===== src/rtl/mul_wb_arbiter_if.sv =====
// mul_wb_arbiter_if
//   Bundles the multiplier-unit request side, the writeback FIFO push side and
//   the execute-feedback bus of the mul writeback arbiter into one interface.
//   slave  : view used by the arbiter (takes requests, drives wb/fb outputs)
//   master : view used by whatever surrounds it (units, FIFO, commit)
//   Signals:
//     req_valid/req_pack/req_fb_en/req_phy_id/req_value : per-unit results
//     req_ready  : per-unit slot can accept this cycle
//     wb_full    : writeback FIFO cannot take a push
//     wb_data/wb_we/wb_flush : writeback FIFO push port
//     fb_enable/fb_phy_id/fb_value : execute feedback
//     flush      : commit flush
interface mul_wb_arbiter_if #(
  parameter int REQ_NUM  = 2,
  parameter int PACK_W   = 256,
  parameter int PHY_ID_W = 6,
  parameter int VALUE_W  = 32
);
  logic [REQ_NUM-1:0]          req_valid;
  logic [REQ_NUM*PACK_W-1:0]   req_pack;
  logic [REQ_NUM-1:0]          req_fb_en;
  logic [REQ_NUM*PHY_ID_W-1:0] req_phy_id;
  logic [REQ_NUM*VALUE_W-1:0]  req_value;
  logic [REQ_NUM-1:0]          req_ready;
  logic                        wb_full;
  logic [PACK_W-1:0]           wb_data;
  logic                        wb_we;
  logic                        wb_flush;
  logic                        fb_enable;
  logic [PHY_ID_W-1:0]         fb_phy_id;
  logic [VALUE_W-1:0]          fb_value;
  logic                        flush;

  modport slave (
    input  req_valid, req_pack, req_fb_en, req_phy_id, req_value, wb_full, flush,
    output req_ready, wb_data, wb_we, wb_flush, fb_enable, fb_phy_id, fb_value
  );

  modport master (
    output req_valid, req_pack, req_fb_en, req_phy_id, req_value, wb_full, flush,
    input  req_ready, wb_data, wb_we, wb_flush, fb_enable, fb_phy_id, fb_value
  );
endinterface


===== src/rtl/mul_wb_arbiter.sv =====
// mul_wb_arbiter
//   Shares one writeback port and one feedback channel among REQ_NUM multiplier
//   units. Each unit owns a 1-entry holding slot; a round-robin grant drains one
//   slot per cycle into a registered output stage. Commit flush drops every
//   held and staged result.
//   Ports:
//     clk : clock, all state on rising edge
//     rst : asynchronous active-low reset
//     bus : mul_wb_arbiter_if.slave (requests in, writeback/feedback out)
module mul_wb_arbiter #(
  parameter int REQ_NUM  = 2,
  parameter int PACK_W   = 256,
  parameter int PHY_ID_W = 6,
  parameter int VALUE_W  = 32
) (
  input  logic clk,
  input  logic rst,
  mul_wb_arbiter_if.slave bus
);
  localparam int RR_W = (REQ_NUM > 1) ? $clog2(REQ_NUM) : 1;

  logic [REQ_NUM-1:0]  occ;
  logic [PACK_W-1:0]   slot_pack  [REQ_NUM];
  logic                slot_fb_en [REQ_NUM];
  logic [PHY_ID_W-1:0] slot_phy   [REQ_NUM];
  logic [VALUE_W-1:0]  slot_value [REQ_NUM];

  logic [RR_W-1:0]     rr;
  logic [REQ_NUM-1:0]  eligible;
  logic [REQ_NUM-1:0]  grant;
  logic                grant_any;
  logic [RR_W-1:0]     grant_idx;
  logic [REQ_NUM-1:0]  accept;

  // Successor of an index, wrapping at REQ_NUM (which need not be a power of 2).
  function automatic logic [RR_W-1:0] next_idx(input logic [RR_W-1:0] idx);
    return (idx == RR_W'(REQ_NUM - 1)) ? '0 : idx + RR_W'(1);
  endfunction

  // Round-robin search starting at rr; a full FIFO or a flush freezes it.
  always_comb begin
    logic [RR_W-1:0] idx;
    eligible  = occ & {REQ_NUM{!bus.wb_full && !bus.flush}};
    grant     = '0;
    grant_any = 1'b0;
    grant_idx = '0;
    idx       = rr;
    for (int i = 0; i < REQ_NUM; i++) begin
      if (!grant_any && eligible[idx]) begin
        grant[idx] = 1'b1;
        grant_any  = 1'b1;
        grant_idx  = idx;
      end
      idx = next_idx(idx);
    end
  end

  // A slot is free if empty or being drained this cycle; flush blocks intake.
  assign bus.req_ready = bus.flush ? '0 : (~occ | grant);
  assign accept        = bus.req_valid & bus.req_ready;

  // Holding slots: a same-cycle accept and drain keeps the slot occupied with the new result.
  always_ff @(posedge clk or negedge rst) begin
    if (!rst) begin
      occ <= '0;
      for (int i = 0; i < REQ_NUM; i++) begin
        slot_pack[i]  <= '0;
        slot_fb_en[i] <= 1'b0;
        slot_phy[i]   <= '0;
        slot_value[i] <= '0;
      end
    end else if (bus.flush) begin
      occ <= '0;
    end else begin
      for (int i = 0; i < REQ_NUM; i++) begin
        if (accept[i]) begin
          occ[i]        <= 1'b1;
          slot_pack[i]  <= bus.req_pack[i*PACK_W +: PACK_W];
          slot_fb_en[i] <= bus.req_fb_en[i];
          slot_phy[i]   <= bus.req_phy_id[i*PHY_ID_W +: PHY_ID_W];
          slot_value[i] <= bus.req_value[i*VALUE_W +: VALUE_W];
        end else if (grant[i]) begin
          occ[i] <= 1'b0;
        end
      end
    end
  end

  // Pointer moves past the winner only; flush leaves it alone.
  always_ff @(posedge clk or negedge rst) begin
    if (!rst) begin
      rr <= '0;
    end else if (grant_any) begin
      rr <= next_idx(grant_idx);
    end
  end

  // Registered output stage; data fields hold when idle so only the strobes matter downstream.
  always_ff @(posedge clk or negedge rst) begin
    if (!rst) begin
      bus.wb_we     <= 1'b0;
      bus.wb_flush  <= 1'b0;
      bus.wb_data   <= '0;
      bus.fb_enable <= 1'b0;
      bus.fb_phy_id <= '0;
      bus.fb_value  <= '0;
    end else begin
      bus.wb_flush <= bus.flush;
      if (grant_any) begin
        bus.wb_we     <= 1'b1;
        bus.wb_data   <= slot_pack[grant_idx];
        bus.fb_enable <= slot_fb_en[grant_idx];
        bus.fb_phy_id <= slot_phy[grant_idx];
        bus.fb_value  <= slot_value[grant_idx];
      end else begin
        bus.wb_we     <= 1'b0;
        bus.fb_enable <= 1'b0;
      end
    end
  end
endmodule

===== src/flat_wrapper.sv =====
// flat-port wrapper written by rule: the top's interface ports become plain ports
module mul_wb_arbiter_flat 
#(
  parameter int REQ_NUM  = 2,
  parameter int PACK_W   = 256,
  parameter int PHY_ID_W = 6,
  parameter int VALUE_W  = 32
)
  (clk, rst, bus_req_valid, bus_req_pack, bus_req_fb_en, bus_req_phy_id, bus_req_value, bus_wb_full, bus_flush, bus_req_ready, bus_wb_data, bus_wb_we, bus_wb_flush, bus_fb_enable, bus_fb_phy_id, bus_fb_value);
  mul_wb_arbiter_if #(.REQ_NUM(REQ_NUM), .PACK_W(PACK_W), .PHY_ID_W(PHY_ID_W), .VALUE_W(VALUE_W)) bus_i ();
  input  logic clk;
  input  logic rst;
  input wire logic [$bits(bus_i.req_valid)-1:0] bus_req_valid;
  input wire logic [$bits(bus_i.req_pack)-1:0] bus_req_pack;
  input wire logic [$bits(bus_i.req_fb_en)-1:0] bus_req_fb_en;
  input wire logic [$bits(bus_i.req_phy_id)-1:0] bus_req_phy_id;
  input wire logic [$bits(bus_i.req_value)-1:0] bus_req_value;
  input wire logic [$bits(bus_i.wb_full)-1:0] bus_wb_full;
  input wire logic [$bits(bus_i.flush)-1:0] bus_flush;
  output wire logic [$bits(bus_i.req_ready)-1:0] bus_req_ready;
  output wire logic [$bits(bus_i.wb_data)-1:0] bus_wb_data;
  output wire logic [$bits(bus_i.wb_we)-1:0] bus_wb_we;
  output wire logic [$bits(bus_i.wb_flush)-1:0] bus_wb_flush;
  output wire logic [$bits(bus_i.fb_enable)-1:0] bus_fb_enable;
  output wire logic [$bits(bus_i.fb_phy_id)-1:0] bus_fb_phy_id;
  output wire logic [$bits(bus_i.fb_value)-1:0] bus_fb_value;
  assign bus_i.req_valid = bus_req_valid;
  assign bus_i.req_pack = bus_req_pack;
  assign bus_i.req_fb_en = bus_req_fb_en;
  assign bus_i.req_phy_id = bus_req_phy_id;
  assign bus_i.req_value = bus_req_value;
  assign bus_i.wb_full = bus_wb_full;
  assign bus_i.flush = bus_flush;
  assign bus_req_ready = bus_i.req_ready;
  assign bus_wb_data = bus_i.wb_data;
  assign bus_wb_we = bus_i.wb_we;
  assign bus_wb_flush = bus_i.wb_flush;
  assign bus_fb_enable = bus_i.fb_enable;
  assign bus_fb_phy_id = bus_i.fb_phy_id;
  assign bus_fb_value = bus_i.fb_value;
  mul_wb_arbiter #(.REQ_NUM(REQ_NUM), .PACK_W(PACK_W), .PHY_ID_W(PHY_ID_W), .VALUE_W(VALUE_W)) u_core (.clk(clk), .rst(rst), .bus(bus_i));
endmodule

===== config.mk =====
export PLATFORM = sky130hd
export DESIGN_NAME = mul_wb_arbiter_flat
export DESIGN_NICKNAME = d
export VERILOG_FILES = /design/src/rtl/mul_wb_arbiter_if.sv /design/src/rtl/mul_wb_arbiter.sv /design/src/flat_wrapper.sv
export SDC_FILE = /design/constraint.sdc
export NUM_CORES = 1
export LEC_CHECK = 0
export CORE_AREA = 10 10 336 338
export DETAILED_ROUTE_END_ITERATION = 6
export DIE_AREA = 0 0 346 348
export GPL_TIMING_DRIVEN = 0
export PLACE_DENSITY = 0.6
export SYNTH_ARGS = -nofsm -noshare
export SYNTH_HDL_FRONTEND = slang
export SYNTH_SLANG_ARGS = --single-unit

===== constraint.sdc =====
create_clock -name clk -period 6.2 [get_ports clk]
set_clock_uncertainty 0.2 [all_clocks]
set_input_delay 0.93 -clock clk [delete_from_list [all_inputs] [get_ports clk]]
set_output_delay 0.93 -clock clk [all_outputs]
set_load 0.1 [all_outputs]

==> flow_metrics.env, run 1 <==
export IMPL_htree_levels=3
export IMPL_tritoncts="done"
export IMPL_worst_path_largest_cell_delay_ps=1190
export IMPL_path_buf_inv=3
export IMPL_hold_violations=0
export IMPL_pwr_share_clk_pct=28.0
export IMPL_clk_pin_slew_worst_paths_ps=50
export IMPL_cp_data_arrival_time_ps=3900
export IMPL_mostFrequentLayoutCell="clkdlybuf4s50_1"
export IMPL_hold_class="register to register"
export IMPL_area_growth_pct=41.3
export IMPL_ys_warn_count=0
export IMPL_use_met2_pct=34.2
export IMPL_crit_path_end_kind="primary output"
export IMPL_fin_crit_ps=5030
export IMPL_synth_largest_area_cell="dfrtp_1"
export IMPL_grt_total_usage_pct=20.5
export IMPL_cts_root_buffer="clkbuf_16"
export IMPL_syn_avg_cell_area_sq_um=15.2
export IMPL_cts_resized=0
export IMPL_io_pins=895
export IMPL_slew_headroom_pct=19.9
export IMPL_place_ws_ps=1180
export IMPL_required_ps=5070
export IMPL_peakVddDrop_mv=0.287
export IMPL_grt_busiest_layer="met2"
export IMPL_die_y_microns=348
export IMPL_critPathSlowestCell="clkdlybuf4s50_1"
export IMPL_syn_area_sq_um=34800
export IMPL_r2r_cells=6
export IMPL_wl_microns=128000
export IMPL_synthDistinctLibCells=24
export IMPL_drt_pass1_iterations=5
export IMPL_leakage_nw=21.5
export IMPL_cts_sinks=890
export IMPL_core_area_sq_um=106000
export IMPL_initial_core_util_pct=32.7
export IMPL_numCtsBuffers=100
export IMPL_synthTopCellsByArea="dfrtp_1 64%, mux2_2 17%, a221o_1 8.5%"
export IMPL_drt_vias_per_instance=5.07
export IMPL_power_switching_w=0.00860
export IMPL_seqPwrFrac_pct=36.2
export IMPL_crit_path_start_kind="input pin"
export IMPL_place_port_buffers=894
export IMPL_netlist_instances=2290
export IMPL_grt_pass1_vias=25900
export IMPL_die_w_microns=346
export IMPL_ys_seq_elements=890
export IMPL_drtAntennaViolNets=0
export IMPL_dieArea_sq_um=120000
export IMPL_ys_seq_area_share_pct=64.0
export IMPL_powerDensity_nw_per_um2=439
export IMPL_critPathMostFrequentCell="clkdlybuf4s50_1"
export IMPL_setup_viol=0
export IMPL_gr_usage_met1_pct=23.5
export IMPL_drc=0
export IMPL_clk_latency_ps=670
export IMPL_comb_power_share_pct=35.7
export IMPL_syn_num_nets=2886
export IMPL_grt_max_degree=119
export IMPL_routabilityCongestion=0.825
export IMPL_status="finished, final reports clean"
export IMPL_drv_slew=0
export IMPL_crit_cells=6
export IMPL_period_share_pct=81.1
export IMPL_crit_path_cell_trace="clkdlybuf4s50_1 -> buf_2 -> or3b_2 -> o21ai_0 -> nor2b_1 -> clkdlybuf4s50_1"
export IMPL_cp_max_fo=10
export IMPL_cap_violations=0
export IMPL_wl_per_cell_microns=26.6
export IMPL_worst_slew_pin_transition_ps=1200
export IMPL_cts_max_path_buffers=3
export IMPL_final_nets=3891
export IMPL_rsz0062_at_grt="false"
export IMPL_grt_ovfl_total=0
export IMPL_synth_top_area_share_pct=64.0
export IMPL_layout_drive_gt1_share_pct=22.8
export IMPL_grt_use_met3_pct=6.68
export IMPL_dr_total_vias=24400
export IMPL_grt_pass1_wl_microns=184000
export IMPL_cp_top_family="buffers and inverters"
export IMPL_path_class="input pin to primary output"
export IMPL_cts_setup_buffers=0
export IMPL_intPower_w=0.0130
export IMPL_hpwl_microns=96900
export IMPL_rows=120
export IMPL_swShare_pct=39.9
export IMPL_grt_antenna_before_repair=53
export IMPL_final_cell_mix="893 x clkdlybuf4s50_1, 890 x dfrtp_1, 510 x mux2_2"
export IMPL_holdPathStages=1
export IMPL_setup_tns_ps=0
export IMPL_max_freq_mhz=199
export IMPL_setup_ws_ps=1170
export IMPL_drt_iter0_drc=1266
-- worst paths after layout --
kind | end | startpoint | slack [ps]
min in group asynchronous | u_core.slot_pack[450]$_DFFE_PN0P_ | rst | 630
hold / removal | u_core.slot_value[0]$_DFFE_PN0P_ | u_core.slot_value[0]$_DFFE_PN0P_ | 270
setup reg to reg | u_core.slot_pack[438]$_DFFE_PN0P_ | u_core.occ[1]$_DFFE_PN0P_ | 2630
setup / recovery | bus_req_ready[1] | bus_flush | 1170
max in group asynchronous | u_core.bus.wb_data[41]$_DFFE_PN0P_ | rst | 2610
hold reg to reg | u_core.slot_value[0]$_DFFE_PN0P_ | u_core.slot_value[0]$_DFFE_PN0P_ | 270
-- cell type report --
cell class	count	area [sq um]
Fill cell	9583	57200
Sequential cell	890	22300
Multi-Input combinational cell	1202	11600
Timing Repair Buffer	903	9180
Clock buffer	148	2880
Tap cell	1403	1760
Buffer	196	911
Clock inverter	35	455
Antenna cell	30	75.1
Inverter	2	7.51
-- what timing repair did --
item	4_1_cts	5_1_grt
hold buffers	1	0
endpoints found under the setup margin	0	0
endpoints found under the hold margin	24	0
-- synthesized netlist by cell type (all sizes together) --
library cell,instances
nand2,2
nor2,2
nor2b,2
dfrtp,890
o2111ai,1
o21ai,3
a21oi,5
a21o,1
nand2b,2
clkbuf,106
mux2,590
a2111oi,1
and3,294
and2,1
buf,90
nand3,1
a221o,294
inv,2
nor3b,1
or3b,2
-- routing by layer --
metal  routed length (microns)  vias to the layer above
met1                     49800                    12600
li1                          -                    10700
met2                     63200                      791
met3                      9360                      250
met4                      5510                       40
met5                       310                        -
-- per-stage QoR --
step / instances / total power (W) / util, % / instance area (sq um) / hold slack (ps)
4_1_cts: 4779 / 0.0218 / 46.2 / 49100 / 275
5_1_grt: 4807 / 0.0223 / 46.2 / 49100 / 285
6_report: 4809 / 0.0216 / 46.2 / 49100 / 273
3_3_place_gp: 4587 / 0.0156 / 42.8 / 45500 / 259
2_1_floorplan: 2290 / 0.0131 / - / 34800 / 249
3_5_place_dp: 4595 / 0.0157 / 43.0 / 45700 / 266
-- power groups by stage --
| stage | sequential, W | combinational [W] | clock [W] |
|---|---|---|---|
| floorplan | 0.0117 | 0.00143 | 0 |
| finish | 0.00781 | 0.00771 | 0.00605 |
| global route | 0.00796 | 0.00796 | 0.00642 |
| CTS | 0.00781 | 0.00778 | 0.00619 |
| detailed placement | 0.00789 | 0.00777 | 0 |
| global placement | 0.00794 | 0.00769 | 0 |
-- registers in the layout, indices dropped and copies added (netlist names) --
signal,cells
u_core.bus.fb_enable,1
u_core.bus.fb_phy_id,6
u_core.bus.fb_value,32
u_core.bus.wb_data,256
u_core.bus.wb_flush,1
u_core.bus.wb_we,1
u_core.occ,2
u_core.rr,1
u_core.slot_fb_en,2
u_core.slot_pack,512
u_core.slot_phy,12
u_core.slot_value,64
-- kinds of logic after synthesis --
family	share of synthesized area, %
flops	64.0
mux	19.1
compound gates	8.71
simple gates	5.52
buf+inv	2.64
Note: power is estimated with default switching activity, not from simulation.
==> inputs of run 2 (changes only) <==
- CORE_AREA: 10 10 336 338 -> 10 10 339 341
- DIE_AREA: 0 0 346 348 -> 0 0 349 351
- clock period: 6.2 -> 5.2 ns (I/O delays scaled with it)
==> run 2 against run 1 <==
Compared with the run above: the run now ends with design-rule violations left; cell count barely moved; die area rose by 1.7%; global-route usage rose by 0.087 points; utilization fell by 0.76 points; flip-flop and latch count did not move; via count fell by 0.27%; worst hold slack improved by 3.8 ps; count of clock-buffer cells in the layout fell by 7; sequential share of layout area barely moved; combinational power rose by 19%; non-clock buffer count did not move; largest power group unchanged; highest routed layer unchanged.
==> flow_metrics.env, run 2 (same netlist as run 1, synthesis figures left out) <==
export IMPL_placed_area_sq_um=45700
export IMPL_status="finished, violations left"
export IMPL_setup_viol=0
export IMPL_max_freq_mhz=217
export IMPL_rsz0062_at_grt="false"
export IMPL_cap_violations=0
export IMPL_finish_utilization_pct=45.5
export IMPL_crit_path_start_kind="input pin"
export IMPL_die_y_microns=351
export IMPL_wl_met3_microns=8890
export IMPL_final_nets=3889
export IMPL_final_cell_mix="893 x clkdlybuf4s50_1, 890 x dfrtp_1, 510 x mux2_2"
export IMPL_layout_drive_gt1_share_pct=22.7
export IMPL_clk_latency_ps=670
export IMPL_regMostFlops="u_core.slot_pack"
export IMPL_multi_input_area_sq_um=11600
export IMPL_wl_met2_microns=64700
export IMPL_power_total_w=0.0258
export IMPL_drt_pass1_iterations=7
export IMPL_hold_class="register to register"
export IMPL_core_area_sq_um=108000
export IMPL_powerDensity_nw_per_um2=525
export IMPL_top_layer="met5"
export IMPL_slew_headroom_pct=17.2
export IMPL_crit_path_end_kind="primary output"
export IMPL_fin_crit_ps=4610
export IMPL_grt_pass1_wl_microns=186000
export IMPL_mostFrequentLayoutCell="clkdlybuf4s50_1"
export IMPL_wl_per_cell_microns=27.1
export IMPL_rows=121
export IMPL_drtAntennaViolNets=0
export IMPL_dieArea_sq_um=122000
export IMPL_cts_sinks=890
export IMPL_drv_slew=0
export IMPL_crit_start="bus_flush"
export IMPL_leakage_nw=21.5
export IMPL_r2r_cells=6
export IMPL_path_class="input pin to primary output"
export IMPL_regArea_sq_um=22300
export IMPL_drt_iter0_drc=1309
export IMPL_timing_rr_end="u_core.bus.fb_value[23]$_DFFE_PN0P_"
export IMPL_post_place_cells=4606
export IMPL_cp_data_arrival_time_ps=3630
export IMPL_cts_max_path_buffers=3
export IMPL_num_fill_cells=9940
export IMPL_worst_path_largest_cell_delay_ps=1260
export IMPL_r2r_slack_ps=1700
export IMPL_final_area_sq_um=49100
export IMPL_cp_endpoint="bus_req_ready[1]"
export IMPL_routabilityCongestion=0.847
export IMPL_period_share_pct=88.7
export IMPL_hpwl_microns=98300
export IMPL_fin_cells=4806
export IMPL_place_port_buffers=894
export IMPL_reg_largest_list="u_core.slot_pack (512), u_core.bus.wb_data (256), u_core.slot_value (64)"
export IMPL_largest_reg_flops=512
export IMPL_grt_total_usage_pct=20.6
export IMPL_numCtsBuffers=98
export IMPL_drc=1
export IMPL_grt_antenna_before_repair=50
export IMPL_critPathSlowestCell="clkdlybuf4s50_1"
export IMPL_required_ps=4220
export IMPL_htree_levels=3
export IMPL_area_growth_pct=41.3
export IMPL_worst_slew_pin_transition_ps=1240
export IMPL_cts_resized=0
export IMPL_clk_pin_slew_worst_paths_ps=60
export IMPL_grt_max_degree=119
export IMPL_critPathMostFrequentCell="clkdlybuf4s50_1"
export IMPL_cts_root_buffer="clkbuf_16"
export IMPL_drt_vias_per_instance=5.06
export IMPL_dr_total_vias=24300
export IMPL_hold_violations=0
export IMPL_tritoncts="done"
export IMPL_peakVddDrop_mv=0.303
export IMPL_grt_pass1_vias=26000
export IMPL_violations="design-rule violations"
export IMPL_crit_path_cell_trace="clkdlybuf4s50_1 -> buf_2 -> or3b_2 -> o21ai_0 -> nor2b_1 -> clkdlybuf4s50_1"
export IMPL_setup_tns_ps=0
export IMPL_die_w_microns=349
export IMPL_cp_max_fo=10
export IMPL_io_pins=895
export IMPL_wl_microns=130000
export IMPL_initial_core_util_pct=32.2
export IMPL_r2r_start="u_core.occ[1]$_DFFE_PN0P_"
export IMPL_wirelength_met1_microns=52100
export IMPL_grt_ovfl_total=0
run 2: changes by cell type in the layout (fill, tap and decap cells not counted), sizes merged:
| cell | previous run | this run |
|---|---|---|
| clkinvlp | 4 | 1 |
| clkbuf | 254 | 247 |
| bufinv | 9 | 11 |
| clkinv | 17 | 14 |
| diode | 30 | 27 |
run 2: critical path, delay by kind of cell:
kind            cells  cell delay [ps]
compound gates      1              220
simple gates        2              680
buf+inv             3             1930
run 2: cell type report:
type | instances | share of cell area, %
multi-input combinational | 1202 | 23.6
clock inverter | 31 | 0.988
antenna | 27 | 0.137
buffer | 196 | 1.85
tap | 1414 | 3.60
clock buffer | 141 | 5.81
sequential | 890 | 45.3
inverter | 2 | 0.0153
timing repair buffer | 903 | 18.7
run 2: how the worst min path moves through the flow:
| stage | cells after the start | slack [ps] | endpoint | startpoint |
|---|---|---|---|---|
| after CTS | 1 | 280 | u_core.slot_pack[62]$_DFFE_PN0P_ | u_core.slot_pack[62]$_DFFE_PN0P_ |
| final | 1 | 280 | u_core.slot_pack[43]$_DFFE_PN0P_ | u_core.slot_pack[43]$_DFFE_PN0P_ |
| after detailed placement | 1 | 270 | u_core.slot_pack[62]$_DFFE_PN0P_ | u_core.slot_pack[62]$_DFFE_PN0P_ |
| after global placement | 1 | 260 | u_core.slot_pack[254]$_DFFE_PN0P_ | u_core.slot_pack[254]$_DFFE_PN0P_ |
| after global routing | 1 | 290 | u_core.slot_pack[58]$_DFFE_PN0P_ | u_core.slot_pack[58]$_DFFE_PN0P_ |
| after floorplan | 1 | 250 | u_core.slot_pack[241]$_DFFE_PN0P_ | u_core.slot_pack[241]$_DFFE_PN0P_ |
run 2: stage by stage:
| stage | hold slack, ps | setup slack [ps] |
|---|---|---|
| 2_1_floorplan | 249 | 1230 |
| 3_3_place_gp | 258 | -39080 |
| 3_5_place_dp | 266 | 565 |
| 4_1_cts | 278 | 580 |
| 5_1_grt | 292 | 499 |
| 6_report | 277 | 590 |
run 2: timing repair:
action / 4_1_cts / 5_1_grt
endpoints found under the hold margin: 36 / 0
setup buffers: 0 / 0
hold buffers: 1 / 0
run 2: per-layer routing:
layer / track usage, % / vias to the layer above
li1: - / 10700
met2: 34.4 / 735
met5: 0 / -
met3: 5.96 / 212
met1: 24.7 / 12600
met4: 8.54 / 42
run 2: power breakdown:
part	internal (W)	switching, W
clock network	0.00436	0.00293
logic	0.00274	0.00646
registers	0.00844	0.000867
